File: config.mk
export PLATFORM = sky130hd
export DESIGN_NAME = boe_feeder
export DESIGN_NICKNAME = d
export VERILOG_FILES = /design/src/rtl/boe_feeder.sv
export SDC_FILE = /design/constraint.sdc
export NUM_CORES = 1
export LEC_CHECK = 0
export BUFFER_PORTS_ARGS = -buffer_cell sky130_fd_sc_hd__clkbuf_2
export CAP_MARGIN = 10
export CORE_MARGIN = 5
export CORE_UTILIZATION = 55
export DETAILED_ROUTE_END_ITERATION = 10
export GPL_TIMING_DRIVEN = 0
export PLACE_DENSITY = 0.77
export RECOVER_POWER = 100
export SLEW_MARGIN = 20
export SYNTH_ARGS = -nofsm -noshare
export SYNTH_HDL_FRONTEND = slang
export SYNTH_SLANG_ARGS = --single-unit
File: constraint.sdc
create_clock -name clk -period 2.4 [get_ports clk]
set_input_delay 0.12 -clock clk [delete_from_list [all_inputs] [get_ports clk]]
set_output_delay 0.12 -clock clk [all_outputs]
set_load 0.02 [all_outputs]
File: src/rtl/boe_feeder.sv
// Transmit side of the BOE input interface: batches upstream elements into
// ping-pong banks and serialises each batch onto data_num/data_in with a result gap.
module boe_feeder #(
    parameter int GAP_CYC = 2,
    parameter int DW      = 8
) (
    input  logic          clk,
    input  logic          rst,
    input  logic          wr_valid,
    input  logic [DW-1:0] wr_data,
    input  logic          wr_last,
    output logic          wr_ready,
    output logic [2:0]    data_num,
    output logic [DW-1:0] data_in,
    output logic          busy,
    output logic          batch_done
);

    typedef enum logic [1:0] {B_EMPTY, B_FILLING, B_READY, B_SENDING} bank_state_t;
    typedef enum logic [1:0] {S_IDLE, S_SEND, S_GAP} tx_state_t;

    // Gap counter must hold N+GAP_CYC-1 for the largest batch (N=7).
    localparam int GW = $clog2(7 + GAP_CYC + 1);

    logic [DW-1:0] r_mem [2][7];
    logic [2:0]    r_cnt [2];
    bank_state_t   r_bank [2];
    logic          r_fill_ptr;
    logic [2:0]    r_fill_cnt;
    logic          r_tx_ptr;
    tx_state_t     r_state;
    logic [2:0]    r_idx;
    logic [GW-1:0] r_gap_cnt;

    logic          r_wr_ready;
    logic [2:0]    r_data_num;
    logic [DW-1:0] r_data_in;
    logic          r_busy;
    logic          r_batch_done;

    logic          w_accept;
    logic          w_commit;
    logic          w_start;
    logic [GW-1:0] w_gap_load;
    bank_state_t   w_bank_nxt [2];
    logic          w_fill_ptr_nxt;
    logic [2:0]    w_fill_cnt_nxt;
    logic          w_tx_ptr_nxt;
    tx_state_t     w_state_nxt;
    logic [2:0]    w_idx_nxt;
    logic [GW-1:0] w_gap_nxt;

    logic          w_wr_ready_nxt;
    logic [2:0]    w_data_num_nxt;
    logic [DW-1:0] w_data_in_nxt;
    logic          w_busy_nxt;
    logic          w_batch_done_nxt;

    // wr_ready is registered from the pre-edge bank state, so a bank freed on
    // this edge cannot also accept a write on this edge.
    assign w_accept   = wr_valid && r_wr_ready;
    assign w_commit   = w_accept && (wr_last || (r_fill_cnt == 3'd6));
    assign w_gap_load = GW'(int'(r_cnt[r_tx_ptr]) + GAP_CYC - 1);

    // Next-state logic for both the write side and the TX FSM.
    always_comb begin : next_state
        // NOTE: every comb output gets a default first so no path infers a latch.
        w_bank_nxt     = r_bank;
        w_fill_ptr_nxt = r_fill_ptr;
        w_fill_cnt_nxt = r_fill_cnt;
        w_tx_ptr_nxt   = r_tx_ptr;
        w_state_nxt    = r_state;
        w_idx_nxt      = r_idx;
        w_gap_nxt      = r_gap_cnt;
        w_start        = 1'b0;

        if (w_accept) begin
            if (w_commit) begin
                w_bank_nxt[r_fill_ptr] = B_READY;
                w_fill_ptr_nxt         = ~r_fill_ptr;
                w_fill_cnt_nxt         = 3'd0;
            end else begin
                w_bank_nxt[r_fill_ptr] = B_FILLING;
                w_fill_cnt_nxt         = r_fill_cnt + 3'd1;
            end
        end

        case (r_state)
            S_IDLE: begin
                if (r_bank[r_tx_ptr] == B_READY) w_start = 1'b1;
            end
            S_SEND: begin
                if (r_idx == r_cnt[r_tx_ptr]) begin
                    w_bank_nxt[r_tx_ptr] = B_EMPTY;
                    w_tx_ptr_nxt         = ~r_tx_ptr;
                    w_state_nxt          = S_GAP;
                    w_gap_nxt            = w_gap_load;
                end else begin
                    w_idx_nxt = r_idx + 3'd1;
                end
            end
            S_GAP: begin
                if (r_gap_cnt == '0) begin
                    if (r_bank[r_tx_ptr] == B_READY) w_start = 1'b1;
                    else                             w_state_nxt = S_IDLE;
                end else begin
                    w_gap_nxt = r_gap_cnt - 1'b1;
                end
            end
            default: w_state_nxt = S_IDLE;
        endcase

        // Commit and transmit always target different banks, so this cannot clash.
        if (w_start) begin
            w_bank_nxt[r_tx_ptr] = B_SENDING;
            w_state_nxt          = S_SEND;
            w_idx_nxt            = 3'd1;
        end
    end

    // Next values of the registered outputs.
    always_comb begin : output_decode
        w_data_num_nxt = '0;
        w_data_in_nxt  = '0;
        if (w_start) begin
            w_data_num_nxt = r_cnt[r_tx_ptr];
            w_data_in_nxt  = r_mem[r_tx_ptr][0];
        end else if (r_state == S_SEND && w_state_nxt == S_SEND) begin
            w_data_in_nxt = r_mem[r_tx_ptr][r_idx];
        end
        w_batch_done_nxt = (w_state_nxt == S_GAP) && (w_gap_nxt == '0);
        w_busy_nxt       = (w_state_nxt != S_IDLE)
                        || (w_bank_nxt[0] == B_READY) || (w_bank_nxt[0] == B_FILLING)
                        || (w_bank_nxt[1] == B_READY) || (w_bank_nxt[1] == B_FILLING);
        w_wr_ready_nxt   = (w_bank_nxt[w_fill_ptr_nxt] == B_EMPTY)
                        || (w_bank_nxt[w_fill_ptr_nxt] == B_FILLING);
    end

    always_ff @(posedge clk) begin : state_reg
        if (rst) begin
            r_bank[0]    <= B_EMPTY;
            r_bank[1]    <= B_EMPTY;
            r_cnt[0]     <= 3'd0;
            r_cnt[1]     <= 3'd0;
            r_fill_ptr   <= 1'b0;
            r_fill_cnt   <= 3'd0;
            r_tx_ptr     <= 1'b0;
            r_state      <= S_IDLE;
            r_idx        <= 3'd0;
            r_gap_cnt    <= '0;
            r_wr_ready   <= 1'b1;
            r_data_num   <= 3'd0;
            r_data_in    <= '0;
            r_busy       <= 1'b0;
            r_batch_done <= 1'b0;
        end else begin
            // NOTE: sequential state uses non-blocking assignments only.
            r_bank       <= w_bank_nxt;
            r_fill_ptr   <= w_fill_ptr_nxt;
            r_fill_cnt   <= w_fill_cnt_nxt;
            r_tx_ptr     <= w_tx_ptr_nxt;
            r_state      <= w_state_nxt;
            r_idx        <= w_idx_nxt;
            r_gap_cnt    <= w_gap_nxt;
            r_wr_ready   <= w_wr_ready_nxt;
            r_data_num   <= w_data_num_nxt;
            r_data_in    <= w_data_in_nxt;
            r_busy       <= w_busy_nxt;
            r_batch_done <= w_batch_done_nxt;
            if (w_commit) r_cnt[r_fill_ptr] <= r_fill_cnt + 3'd1;
        end
    end

    // NOTE: element storage has no reset; bank state alone decides what is valid.
    always_ff @(posedge clk) begin : bank_write
        if (w_accept) r_mem[r_fill_ptr][r_fill_cnt] <= wr_data;
    end

    assign wr_ready   = r_wr_ready;
    assign data_num   = r_data_num;
    assign data_in    = r_data_in;
    assign busy       = r_busy;
    assign batch_done = r_batch_done;

endmodule

==> results of run 1 <==
==> critical path, stage by stage (launching register included) <==
cell and delay, ns:
dfxtp_2 0.34, inv_2 0.08, ha_4 0.15, or3b_4 0.40
o41a_1 0.40, and2_4 0.18, a311oi_4 0.32, a31oi_1 0.14
a311o_1 0.33
==> sequential cells by signal (all words and copies together), names as in the netlist, 2 cells and up, named ones only <==
signal / count
data_in: 8
data_num: 3
r_bank: 4
r_cnt: 6
r_fill_cnt: 3
r_gap_cnt: 4
r_idx: 3
r_mem: 112
r_state: 2
==> layer usage <==
metal	track usage, %	vias up
met5	0	-
met3	5.67	21
met1	29.1	1941
met2	29.2	170
met4	7.10	0
li1	-	1789
==> final cells by class <==
type                            count  area (um^2)  area share, %
Sequential cell                   151         4210           57.2
Multi-Input combinational cell    254         2120           28.8
Clock buffer                       17          425           5.78
Tap cell                          143          179           2.43
Clock inverter                     15          160           2.18
Timing Repair Buffer               27          115           1.56
Buffer                             19         87.6           1.19
Inverter                           18         67.6          0.918
==> cells in the mapped netlist (3+ instances only) <==
| cell type | n |
|---|---|
| nand2_1 | 19 |
| xnor2_1 | 4 |
| nand2b_1 | 6 |
| a21oi_1 | 18 |
| ha_1 | 9 |
| dfxtp_1 | 33 |
| mux4_2 | 16 |
| nand3_1 | 7 |
| nor2_1 | 44 |
| o22ai_1 | 17 |
| edfxtp_1 | 118 |
| clkbuf_1 | 12 |
| nand4_1 | 5 |
| mux2i_1 | 43 |
| nor3_1 | 7 |
| inv_1 | 18 |
| o21ai_1 | 3 |
| o21ai_0 | 13 |
| buf_2 | 6 |
| o221ai_1 | 3 |
==> what timing repair did <==
| item | in CTS | in global routing |
|---|---|---|
| hold buffers | 0 | 0 |
| buffers inserted | 0 | 3 |
| endpoints found under the setup margin | 11 | 10 |
| pin swaps | 7 | 3 |
| gates resized for setup | 8 | 9 |
==> where the power goes <==
group / total (W) / switching (W) / internal, W / leakage (nW)
registers: 0.00304 / 0.0000879 / 0.00295 / 1.34
logic: 0.00140 / 0.000840 / 0.000565 / 0.805
clock network: 0.00262 / 0.00115 / 0.00147 / 0.287
==> per-stage QoR <==
stage	hold WS [ns]	area [um^2]	TNS (ns)	power, W
2_1_floorplan	0.219	6390	0	0.00405
3_3_place_gp	0.495	6690	-1.08	0.00437
3_5_place_dp	0.505	6710	-1.14	0.00441
4_1_cts	0.0625	7310	0	0.00700
5_1_grt	0.117	7360	-0.692	0.00734
6_report	0.0824	7360	-0.0431	0.00706
==> worst paths after layout <==
kind	endpoint	slack, ns
hold / removal	r_fill_cnt[2]	0.08
hold reg to reg	r_idx[0]	0.54
setup / recovery	busy	-0.04
setup reg to reg	busy	-0.04
==> logic make-up (layout without fill, tap and decap cells) <==
kind of cell,after synthesis,in the layout
flops,151,151
simple gates,104,104
compound gates,69,69
mux,63,63
buf+inv,38,96
fa+ha+maj,9,9
xor+xnor,9,9
==> summary by stage, run 1 <==
STA
The number of hold violations in the final report is 0. Clock skew on the completed layout was measured at between 0.01 and 0.015 ns. Static timing analysis puts the maximum clock frequency at slightly above 400 MHz. The headroom to the max-slew limit is 40.8%.

The worst path uses 102% of the clock period. The post-layout minimum cycle time is roughly 2.4 ns. The slew of the pin with the lowest slew margin is between 0.8 and 0.9 ns. Setup repair after global routing could not meet its margin everywhere. After layout, the worst setup slack is -0.0431 ns. The number of pins exceeding their max-slew limit in the final report was 0. Setup violations remaining at the end of the flow were counted as 1.

Cells and area
After the last flow step, the layout net total stands at 509. The utilization after layout is around 64%. The count of placed standard cells in the final layout, fillers left out is 644. The number of diodes added for antenna fixing is 0. Leaving out fill and tap cells, the most frequent cell in the layout is edfxtp_1. The final-layout fill cell count is 813. In the layout the commonest cells are 118 x edfxtp_1, 44 x nor2_1, 43 x mux2i_1, 32 x clkbuf_1, 32 x dfxtp_1.

The area growth from synthesis to layout is 15.1%. The share of final-layout standard cells stronger than drive strength 1 is 17.0%.

Yosys
By area the synthesized netlist is led by edfxtp_1 55%, dfxtp_1 10%, mux2i_1 6.7%. Counting flops with a built-in enable in the synthesized netlist gives 118. The number of register bits inferred by synthesis is ~150. The number of nets handed over by synthesis was 464. The largest family of logic cells by synthesized area is multiplexers.

Measured against the total synthesized area, the mux share comes to 13.5%. The fraction of the mapped netlist area in compound gates is approximately 7.1%. The netlist area before placement is 6390 um^2. After synthesis, flip-flops and latches occupy 65.8% of the total area. The synthesized netlist devotes 1.76% of its cell area to adder and majority cells. The total of warnings raised by yosys is 0. Counting flops with an async set or reset pin after synthesis yields a share of 0%. The top cell type by total area after synthesis is edfxtp_1. The XOR/XNOR share of the synthesized area is 1.59%. Summed over its instances, the top area cell type makes up 55.4% of the synthesized netlist area. The synthesized netlist contains between 50 and 60 unique library cells. The post-synthesis instance total is 443. The average instance in the mapped netlist occupies ~14 um^2.

The commonest register cell after synthesis is edfxtp_1. Summing the areas of all and, or, nand and nor instances in the mapped netlist gives 7.85% of the synthesized area.

Critical path
STA classifies the critical path startpoint as a register. Along the worst path, the maximum fanout reaches 5. The worst reg2reg path startpoint is r_gap_cnt[0].

The worst setup path is captured at a register. For the worst setup path, the data required time is 2.72 ns. The setup path with the least slack is of type register to register. The number of cells on the worst reg-to-reg path is 8. The critical path starts at r_gap_cnt[0].

The data arrival time at the worst-slack endpoint is 2.76 ns.

Clocking
The CTS tree is yes. The buffer cell driving the clock tree root is clkbuf_16. The longest clock path from root to sink contains 2 buffers. The TritonCTS buffer count is 17. The clock latency on the worst-skew pair is 0.43 ns. After clock tree synthesis, the clock-pin slew on the worst setup and hold paths is roughly 0.07 ns. The H-tree depth reported by CTS is 4. The number of clock sinks is approximately 150.

Outcome
The run finished, with violations left. The checks that failed: setup timing.

Routing
Summed over all layers, the routed wires come to 13600 um. The first detailed-routing pass ran for 5 iterations. The detailed-route vias per instance is 6.09.

The remaining design rule violation count is 0. In the detailed route, the total length drawn on met2 is 6340 um. The met3 routed wirelength is 1040 um.

The count of nets left with antenna violations once routing finished came out at 0. After detailed routing, the average wire length per cell comes to 21.2 um. In this run the top signal layer used is met4. The total number of vias is 3921. The number of DRC markers after the initial detailed-route iteration is 572. The total routed wire length on the met1 layer is 6010 um.

Floorplanning
The boundary pin count is 26. In this run the standard cell core region covers about 11000 um^2. The x dimension of the die is 118 um. The number of core rows is 39. The die covers roughly 14000 um^2.

The die boundary height is 118 um. Once the floorplan was initialized, standard cells occupied a little under three fifths of the core.

GRT
For this run the aggregate overflow at the end of global routing stands at 0. The number of global-route vias before repair is 3749. The first global-routing pass estimated 21200 um of wire.

Entering global routing, the biggest net connects 17 pins. The global-route usage over all layers is 20.1%. The number of antenna violations at the first check in global routing is 0.

Hold path
The worst hold path startpoint is wr_last. The worst hold path passes through 4 cells. The type of the worst min-delay path is input pin to register.

Placed design
Input and output buffers added on the ports amount to 24. Once detailed placement completed, the half-perimeter wirelength came to 8920 um. The number of placed instances, taps included is 610. The final estimated routing congestion in global placement is just under 0.9. Prior to clock tree synthesis, the placed netlist has a worst setup slack of -0.212 ns.

Power
For this design the static power due to leakage is 2.43 nW. Dividing total power by cell area gives a power density of 960 nW/um^2. IR analysis of the VDD net gives a maximum drop of 0.653 mV.

Job
The count of maximum capacitance violations is 0.
(Power assumes the default switching activity.)
==> run 2, diff against run 1 <==
--- a/config.mk
+++ b/config.mk
@@ -11,7 +11,7 @@
 export CORE_UTILIZATION = 55
 export DETAILED_ROUTE_END_ITERATION = 10
 export GPL_TIMING_DRIVEN = 0
-export PLACE_DENSITY = 0.77
+export PLACE_DENSITY = 0.75
 export RECOVER_POWER = 100
 export SLEW_MARGIN = 20
 export SYNTH_ARGS = -nofsm -noshare
==> run 2 against run 1 <==
Compared with the run above: the run now ends clean; critical path type unchanged; die area did not move; sequential share of layout area fell by 0.29 points; clock skew fell by 0.0041 ns.
==> summary by stage, run 2 (synthesis results as in run 1) <==
Outcome
Status: finished, final reports clean (was finished, violations left).

GRT
The first-pass GRT wire length is 21000 um (was 21200 um). The maximum number of pins on one net before global-route repair is 17 (unchanged). The global-route usage over all layers is 19.7% (was 20.1%). The number of antenna violations at the first check in global routing came to 0 (unchanged). The number of global-route vias before repair is 3754 (was 3749).

The total overflow reported by the global router is 0 (unchanged).

Clocking
The buffer levels on the longest clock path was 2 (unchanged). The number of clock sinks came to 151 (unchanged). The TritonCTS buffer count is 17 (unchanged).

The clock latency on the worst-skew pair is 0.42 ns (was 0.43 ns). The CTS tree is yes (unchanged). The H-tree depth reported by CTS is 4 (unchanged).

The buffer cell driving the clock tree root is clkbuf_16 (unchanged). The clock slew at the register clock pins of the worst setup and hold paths is 0.06 ns (was 0.07 ns). The count of hold-fix buffers inserted at cts was 0 (unchanged).

Floorplanning
The initial core utilization is 56.0% (unchanged). The number of core rows is 39 (unchanged). The core outline area came to 11400 um^2 (unchanged). The x dimension of the die is 118 um (unchanged). The die boundary height came to 118 um (unchanged). The die outline area is 13900 um^2 (unchanged). The boundary pin count is 26 (unchanged).

Routing
The detailed-routing iteration count for the pre-antenna-repair pass is 7 (was 5). The number of DRC markers after the initial detailed-route iteration is 520 (was 572). The total number of vias is 3950 (was 3921). The average detailed-routed wire length per instance was 21.2 um (about the same). The final wirelength is 13700 um (was 13600 um). The detailed-route vias per instance is 6.11 (was 6.09). The remaining design rule violation count is 0 (unchanged). The count of nets left with antenna violations after detail routing was 0 (unchanged).

Critical path
The maximum fanout along the worst path was 3 (was 5). The required time of the critical path is 2.70 ns (was 2.72 ns). The start-to-end type of the worst setup path was register to register (unchanged).

The library cell contributing the largest single delay on the critical path is o41a_1 (was or3b_4). The buffering stage count on the worst path with inverters included came to 1 (unchanged). Critical path, cell by cell: inv_2 -> ha_4 -> or3b_4 -> o41a_1 -> and2_4 -> a311oi_4 -> a31oi_1 -> a311o_1 (unchanged). The kind of cell adding the most delay to the critical path is compound AO/OA/AOI/OAI gates (unchanged).

The type of origin of the critical path is a register (unchanged). The largest incremental delay on the critical path is 0.41 ns (was 0.40 ns). The endpoint class of the critical path is a register (unchanged).

The data arrival time at the worst-slack endpoint was 2.66 ns (was 2.76 ns).

Placed design
The placement-stage cell area is 6710 um^2 (about the same). The worst slack at placement was -0.187 ns (was -0.212 ns). The count of input and output buffers is 24 (unchanged). The final estimated routing congestion in global placement is 0.898 (was 0.865).

The half-perimeter wire length of the detailed placement result is 8870 um (was 8920 um).

STA
The part of the cycle the worst path needs was 98.1% (was 102%). The slew of the pin with the lowest slew margin is 1.00 ns (was 0.885 ns). The post-layout minimum cycle time is 2.36 ns (was 2.44 ns).

The headroom to the max-slew limit came to 33.0% (was 40.8%). Setup repair after global routing missed its margin: yes (unchanged). The upper clock frequency limit is 425 MHz (was 409 MHz). The number of hold violations in the final report was 0 (unchanged). The clock tree skew after final layout is 0.00743 ns (was 0.0115 ns).

The number of setup violations in the final report is 0 (was 1). The number of pins exceeding their max-slew limit in the final report is 0 (unchanged). The post-layout worst setup margin is 0.0444 ns (was -0.0431 ns).

Power
The sequential power share is 43.2% (was 43.0%). The internal power contribution is 0.00499 W (about the same). The total net switching power is 0.00205 W (was 0.00207 W). The final total power is 0.00704 W (was 0.00706 W). The part of the total power dissipated in the clock network is 36.1% (was 37.1%). The power density of the placed cells is 951 nW/um^2 (was 960 nW/um^2). The leakage dissipation was 2.44 nW (was 2.43 nW). The combinational power share was 20.7% (was 19.9%). The maximum ir drop on the vdd rail is 0.671 mV (was 0.653 mV).

The switching portion of total power came to 29.1% (was 29.4%).

Cells and area
The area growth from synthesis to layout came to 15.8% (was 15.1%). The area of all placed cells without fillers is 7400 um^2 (was 7360 um^2). The area occupied by registers was 4210 um^2 (about the same).

The area used by multi-input combinational logic is 2150 um^2 (was 2120 um^2). The number of nets in the final layout was 512 (was 509). The final-layout fill cell count is 811 (was 813).

The commonest non-fill, non-tap cell in the layout is edfxtp_1 (unchanged). Top library cells by usage in the layout, fill and taps aside: 118 x edfxtp_1, 44 x nor2_1, 43 x mux2i_1, 31 x clkbuf_1, 30 x dfxtp_1 (was 118 x edfxtp_1, 44 x nor2_1, 43 x mux2i_1, 32 x clkbuf_1, 32 x dfxtp_1). The share of final-layout standard cells stronger than drive strength 1 is 17.7% (was 17.0%). The number of flip-flops in the largest register is 112 (unchanged). The register with the most flip-flops is r_mem (unchanged). The number of diodes added for antenna fixing is 0 (unchanged).

Hold path
The type of the worst min-delay path is input pin to register (unchanged).

Job
The count of maximum capacitance violations is 0 (unchanged).
==> run 2: cell types whose count changed in the layout (fill, tap and decap cells not counted), moves of 2 or more <==
cell / previous run / this run
buf_4: 3 / 6
dfxtp_1: 32 / 30
dfxtp_2: 1 / 3
inv_8: 4 / 2
==> run 2: path summary, 6_finish.rpt <==
path / startpoint / cells after the start / end / slack [ns]
max: r_gap_cnt[0] / 8 / busy / 0.04
min: wr_last / 4 / r_fill_cnt[2] / 0.08
max reg2reg: r_gap_cnt[0] / 8 / busy / 0.04
min reg2reg: r_state[0] / 1 / r_idx[0] / 0.56
==> run 2: layout make-up <==
class | instances | area share, %
plain buffers | 19 | 1.20
clock buffers | 17 | 5.75
clock inverters | 14 | 1.86
inverters | 18 | 0.913
multi-input cells | 254 | 29.1
flip-flops and latches | 151 | 56.9
well taps | 143 | 2.42
repair buffers | 30 | 1.86
==> run 2: worst reg2reg max path, stage by stage, from the launching register on <==
cell and delay (ns):
dfxtp_2 0.34, inv_2 0.07, ha_4 0.13, or3b_4 0.39, o41a_1 0.41, and2_4 0.18, a311oi_4 0.26, a31oi_1 0.13
a311o_1 0.33
==> run 2: routing by layer <==
layer	up-vias	global-route usage (%)	wire [um]
met1	1967	27.8	5910
met3	19	4.71	911
met5	-	0	0
met2	169	30.5	6680
met4	0	6.02	181
li1	1795	-	-
==> run 2: power groups by stage <==
stage	combinational [W]	sequential (W)	clock, W
global placement	0.00129	0.00308	0
floorplan	0.000937	0.00312	0
finish	0.00145	0.00304	0.00254
global route	0.00157	0.00306	0.00268
detailed placement	0.00132	0.00309	0
CTS	0.00135	0.00304	0.00255
==> run 2: what timing repair did <==
item / CTS / global route
buffers inserted: 2 / 3
endpoints found under the setup margin: 10 / 11
pin swaps: 8 / 0
gates cloned: 0 / 0
gates resized for setup: 8 / 15
==> run 2: per-stage QoR <==
stage          hold WS (ns)  instances  utilization (%)  setup TNS (ns)
2_1_floorplan         0.219        443                -               0
3_3_place_gp          0.499        610             58.6           -1.82
3_5_place_dp          0.499        611             58.8          -0.975
4_1_cts              0.0646        643             64.0               0
5_1_grt               0.105        646             64.8          -0.101
6_report             0.0812        646             64.8               0
